$ cat src/rtl/mul_div_unit.sv
// Iterative RV32IM M-extension unit: 32-cycle shift-add multiplier and restoring divider.
// Optional build macro MDU_FAST_MUL_EN: multiplies complete in one cycle; divides stay iterative.
module mul_div_unit #(
  parameter int XLEN = 32
) (
  input  logic            i_clk,
  input  logic            i_reset,
  input  logic            i_start,
  input  logic            i_flush,
  input  logic [2:0]      i_func3,
  input  logic [XLEN-1:0] i_operand_a,
  input  logic [XLEN-1:0] i_operand_b,
  output logic            o_busy,
  output logic            o_done,
  output logic [XLEN-1:0] o_result
);

  typedef enum logic [1:0] {S_IDLE, S_CALC, S_DONE} state_t;

  state_t            r_state, w_state_next;
  logic [5:0]        r_cnt;
  logic [2:0]        r_func3;
  logic [XLEN-1:0]   r_opa, r_mcand, r_hi, r_lo, r_result;
  logic              r_div0, r_neg, r_rem_neg;

  logic              w_accept, w_fast_mul, w_a_signed, w_b_signed, w_a_neg, w_b_neg;
  logic [XLEN-1:0]   w_abs_a, w_abs_b;
  logic [XLEN:0]     w_sum, w_shift;
  logic              w_ge;
  logic [XLEN-1:0]   w_hi_next, w_lo_next, w_calc_result, w_fast_result;
  logic [2*XLEN-1:0] w_prod, w_prod_s;
  logic [XLEN-1:0]   w_quot_s, w_rem_s;

  // FLUSH blocks any START in the same cycle.
  assign w_accept   = i_start & ~i_flush & (r_state != S_CALC);
  assign w_a_signed = ~i_func3[0] | (i_func3 == 3'b001);
  assign w_b_signed = i_func3[2] ? ~i_func3[0] : ~i_func3[1];
  assign w_a_neg    = w_a_signed & i_operand_a[XLEN-1];
  assign w_b_neg    = w_b_signed & i_operand_b[XLEN-1];
  assign w_abs_a    = w_a_neg ? -i_operand_a : i_operand_a;
  assign w_abs_b    = w_b_neg ? -i_operand_b : i_operand_b;

`ifdef MDU_FAST_MUL_EN
  // Low 2*XLEN bits of the sign-extended product equal the 33x33 signed product.
  logic [2*XLEN-1:0] w_fast_prod;
  assign w_fast_prod   = {{XLEN{w_a_neg}}, i_operand_a} * {{XLEN{w_b_neg}}, i_operand_b};
  assign w_fast_mul    = w_accept & ~i_func3[2];
  assign w_fast_result = (i_func3[1:0] == 2'b00) ? w_fast_prod[XLEN-1:0] : w_fast_prod[2*XLEN-1:XLEN];
`else
  assign w_fast_mul    = 1'b0;
  assign w_fast_result = '0;
`endif

  // One core step: multiply shifts {hi,lo} right; divide shifts the remainder/quotient pair left.
  assign w_sum   = {1'b0, r_hi} + (r_lo[0] ? {1'b0, r_mcand} : '0);
  assign w_shift = {r_hi, r_lo[XLEN-1]};
  assign w_ge    = (w_shift >= {1'b0, r_mcand});

  always_comb begin
    w_hi_next = w_sum[XLEN:1];
    w_lo_next = {w_sum[0], r_lo[XLEN-1:1]};
    if (r_func3[2]) begin
      w_hi_next = w_ge ? (w_shift[XLEN-1:0] - r_mcand) : w_shift[XLEN-1:0];
      w_lo_next = {r_lo[XLEN-2:0], w_ge};
    end
  end

  always_comb begin
    w_prod        = {w_hi_next, w_lo_next};
    w_prod_s      = r_neg ? -w_prod : w_prod;
    w_quot_s      = r_neg ? -w_lo_next : w_lo_next;
    w_rem_s       = r_rem_neg ? -w_hi_next : w_hi_next;
    w_calc_result = (r_func3[1:0] == 2'b00) ? w_prod_s[XLEN-1:0] : w_prod_s[2*XLEN-1:XLEN];
    if (r_func3[2]) begin
      if (r_func3[1])
        w_calc_result = r_div0 ? r_opa : w_rem_s;
      else
        w_calc_result = r_div0 ? {XLEN{1'b1}} : w_quot_s;
    end
  end

  always_ff @(posedge i_clk or posedge i_reset) begin
    if (i_reset) r_state <= S_IDLE;
    else         r_state <= w_state_next;
  end

  always_comb begin
    w_state_next = r_state;
    case (r_state)
      S_IDLE: if (w_accept) w_state_next = w_fast_mul ? S_DONE : S_CALC;
      S_CALC: begin
        if (i_flush)              w_state_next = S_IDLE;
        else if (r_cnt == 6'd31)  w_state_next = S_DONE;
      end
      S_DONE: begin
        if (w_accept) w_state_next = w_fast_mul ? S_DONE : S_CALC;
        else          w_state_next = S_IDLE;
      end
      default: w_state_next = S_IDLE;
    endcase
  end

  always_ff @(posedge i_clk or posedge i_reset) begin
    if (i_reset) begin
      r_cnt     <= '0;
      r_func3   <= '0;
      r_opa     <= '0;
      r_mcand   <= '0;
      r_hi      <= '0;
      r_lo      <= '0;
      r_div0    <= 1'b0;
      r_neg     <= 1'b0;
      r_rem_neg <= 1'b0;
      r_result  <= '0;
    end else begin
      if (w_accept) begin
        r_cnt     <= '0;
        r_func3   <= i_func3;
        r_opa     <= i_operand_a;
        r_div0    <= (i_operand_b == '0);
        r_neg     <= w_a_neg ^ w_b_neg;
        r_rem_neg <= w_a_neg;
        r_hi      <= '0;
        r_mcand   <= i_func3[2] ? w_abs_b : w_abs_a;
        r_lo      <= i_func3[2] ? w_abs_a : w_abs_b;
      end else if ((r_state == S_CALC) && !i_flush) begin
        r_hi  <= w_hi_next;
        r_lo  <= w_lo_next;
        r_cnt <= r_cnt + 6'd1;
        if (r_cnt == 6'd31) r_result <= w_calc_result;
      end
      if (w_fast_mul) r_result <= w_fast_result;
    end
  end

  assign o_busy   = (r_state == S_CALC);
  assign o_done   = (r_state == S_DONE);
  assign o_result = r_result;

endmodule

$ cat config.mk
export PLATFORM = sky130hd
export DESIGN_NAME = mul_div_unit
export DESIGN_NICKNAME = d
export VERILOG_FILES = /design/src/rtl/mul_div_unit.sv
export SDC_FILE = /design/constraint.sdc
export NUM_CORES = 1
export LEC_CHECK = 0
export CORE_MARGIN = 2
export CORE_UTILIZATION = 25
export CTS_CLUSTER_SIZE = 16
export DETAILED_ROUTE_END_ITERATION = 16
export SYNTH_ARGS = -nofsm -noshare
export SYNTH_HDL_FRONTEND = slang
export SYNTH_SLANG_ARGS = --single-unit
$ cat constraint.sdc
create_clock -name i_clk -period 9.2 [get_ports i_clk]
set_clock_uncertainty 0.15 [all_clocks]
set_input_delay 2.76 -clock i_clk [delete_from_list [all_inputs] [get_ports i_clk]]
set_output_delay 2.76 -clock i_clk [all_outputs]
set_load 0.01 [all_outputs]
==> run metrics <==
unrepaired setup endpoints after global routing false; largest net degree at the start of global routing 138; Vias 18.8k; final setup fails 0; GR Layer Usage met2 0.306; Root Buffer clkbuf_16; Post-DRT Antenna Nets 0; Core ar. 69900 um2; row count 97; Max-slew headroom 0.177; vias in the first global route 17.2k; Hold Buf Count CTS 0; Post-CTS Resized 0; Final Hold Viols 0; Reg2Reg Launch Point r_mcand[30]$_DFFE_PP0P_; fin cells 3350; Worst VDD drop 0.000181 V; grt met1 use 0.282; io pins 105; period utilization 0.733; first-pass GRT wire length 116000 um; worst endpoint required time 9.42 ns; crit path max fanout 12; worst-skew pair later-pin latency 0.50 ns; CTS tree built; HP Class reg2reg; FF-to-FF End o_result[30]$_DFFE_PP0P_; asr flop ratio synth 1.00; Max Slew Vio Count 0; die height 269 um; leakage 8.08 nW; max-cap viol count 0; GRT busiest layer met2; cell total after placement 3318; cells on worst reg2reg path 20; Total Wirelength 78100 um; reg-to-reg setup timing slack 2.46 ns; DRC viols 0; Yosys top cell by area dfrtp_1; clk sink count 174; GPL Wtd Cong 0.989; fin util 0.287; post-route setup slack 2.46 ns; hold path start o_result[0]$_DFFE_PP0P_; Yosys warning count 0; Startpoint Class flop; Setup TNS 0 ns; GRT overflow 0; Worst Max-Slew Pin Slew 1.23 ns; die width 269 um; Die ar. 72600 um2; fraction of layout cells with a size suffix above 1 0.0594; # nets final 2539; Synth Register Bits 174; Setup CP Type reg2reg; combined area of all synthesized cells 17600 um2; Netlist cell types 99; Fmax 0.148 GHz; Seq/Total Area, Yosys 0.247; main area contributors after synthesis dfrtp_1, nand2_1, o21ai_0, a21oi_1, ha_1; Final min period 6.74 ns; GRT met3 Usage 0.0565; total global-route track usage 0.210; H-tree depth 4; number of flops mapped to enable cells by yosys 0; initial antenna violation count 5; Port Buffers 104; Hold EP o_result[0]$_DFFE_PP0P_; drt first pass iters 6; crit end category flop; Avg Inst Size Synth 7.34 um2; wire per inst 23.3 um; DR iter-0 viols 2074; Clk pin slew, worst setup/hold paths 0.08 ns; Most used DFF post-synth dfrtp_1; DPL Wire Length 60400 um; Mapped Nets 2541; Longest Clk Path Bufs 2; WP data arrival 6.96 ns; # Post-CTS Setup Buffers 0; Area growth syn-to-layout 13.9%; post-synth top area share 0.247; Pwr Density 293 nW/um2; status finished clean; Via density 5.61; Num CTS Buffers 17; Syn Inst Count 2399; Place WS 2.62 ns; hold path depth 2; Starting Density 0.252
-- state kept, by name (all words and copies together), names as in the netlist, 2 cells and up --
name / count
r_hi: 32
r_func3: 3
r_opa: 32
r_lo: 32
r_cnt: 6
o_result: 32
r_state: 2
r_mcand: 32
-- cell usage in the layout (no fill, tap or decap), types with 25 or more instances in the layout --
cell,instances
xnor2_1,92
buf_4,29
dfrtp_1,173
a21oi_1,194
o211ai_1,38
inv_1,72
clkdlybuf4s50_1,103
and2_1,48
nand3_1,98
xor2_1,69
ha_1,69
or3_1,25
nand4_1,26
nor3_1,62
nor2_1,211
nand2_1,351
o31ai_1,34
a211oi_1,33
o21ai_0,228
mux2i_1,52
-- layer usage --
metal	up-vias	routed length, um
li1	8693	-
met1	8978	33500
met2	905	32900
met3	197	7170
met4	6	4430
met5	-	31
-- logic make-up (layout without fill, tap and decap cells) --
logic type / after synthesis / count (layout) / synth area share
AOI/OAI and AO/OA: 745 / 745 / 0.276
and+or+nand+nor: 950 / 950 / 0.253
other: 0 / 1 / 0
DFF: 174 / 174 / 0.247
buffers and inverters: 232 / 242 / 0.0534
xor gates and xnor gates: 161 / 161 / 0.0801
muxes: 66 / 66 / 0.0392
adders and majority gates: 71 / 71 / 0.0513
-- per-stage QoR --
step	hold slack [ns]	area [um2]	total power, mW
after detailed placement	0.313	19400	4.91
after floorplan	0.287	17600	3.65
after CTS	0.333	20100	5.74
after global routing	0.348	20100	6.17
after global placement	0.312	19400	4.94
final	0.327	20100	5.87
-- cells in the mapped netlist (16+ instances only) --
| cell | number |
|---|---|
| nand2_1 | 351 |
| o21ai_0 | 228 |
| nor2_1 | 213 |
| a21oi_1 | 194 |
| dfrtp_1 | 174 |
| clkbuf_1 | 109 |
| nand3_1 | 99 |
| xnor2_1 | 92 |
| inv_1 | 73 |
| ha_1 | 69 |
| xor2_1 | 69 |
| nor3_1 | 62 |
| mux2i_1 | 52 |
| and2_1 | 48 |
| o211ai_1 | 38 |
| o31ai_1 | 34 |
| a211oi_1 | 33 |
| nand4_1 | 26 |
| or3_1 | 25 |
| a31oi_1 | 24 |
| buf_1 | 22 |
| a21o_1 | 19 |
| nor2b_1 | 19 |
| o221ai_1 | 19 |
| nand2b_1 | 17 |
| nor4_1 | 17 |
| buf_2 | 16 |
-- worst max-delay path by stage --
| stage | cells after the start | slack (ns) | to | from |
|---|---|---|---|---|
| floorplan | 1 | 1.57 | o_result[0]$_DFFE_PP0P_ | i_reset |
| global placement | 19 | 2.76 | o_result[30]$_DFFE_PP0P_ | r_hi[17]$_DFFE_PP0P_ |
| detailed placement | 20 | 2.62 | o_result[30]$_DFFE_PP0P_ | r_mcand[30]$_DFFE_PP0P_ |
| CTS | 20 | 2.60 | o_result[30]$_DFFE_PP0P_ | r_mcand[30]$_DFFE_PP0P_ |
| global route | 20 | 2.09 | o_result[30]$_DFFE_PP0P_ | r_mcand[1]$_DFFE_PP0P_ |
| finish | 20 | 2.46 | o_result[30]$_DFFE_PP0P_ | r_mcand[30]$_DFFE_PP0P_ |
-- critical path, cell delays in order (launching register included) --
cell and delay (ns):
dfrtp_1 0.38, inv_1 0.06, ha_1 0.34, nand4b_1 0.29, nor3_1 0.10, or3_1 0.47
a211o_2 0.48, nor2_2 0.19, nand2_1 0.07, o21ai_0 0.27, ha_1 0.37, o211ai_1 0.16
or4_1 0.59, nor2_1 0.47, nand3_1 0.12, or3_1 0.38, or4_1 0.75, or2_1 0.37
o31a_1 0.33, mux2i_1 0.15, o211ai_1 0.11
-- area by class of cell --
type | count | area [um2]
tap | 940 | 1180
inverter | 78 | 298
multi-input combinational | 1993 | 12300
timing repair buffer | 133 | 1270
sequential | 174 | 4360
fill | 7790 | 49800
antenna | 1 | 2.50
clock inverter | 12 | 173
clock buffer | 19 | 443
-- where the power goes --
part           internal, mW  switching (mW)  leakage, nW
clock                 0.440           0.368        0.292
sequential            0.924           0.208         2.22
combinational          1.24            2.69         5.57
(Power assumes the default switching activity.)
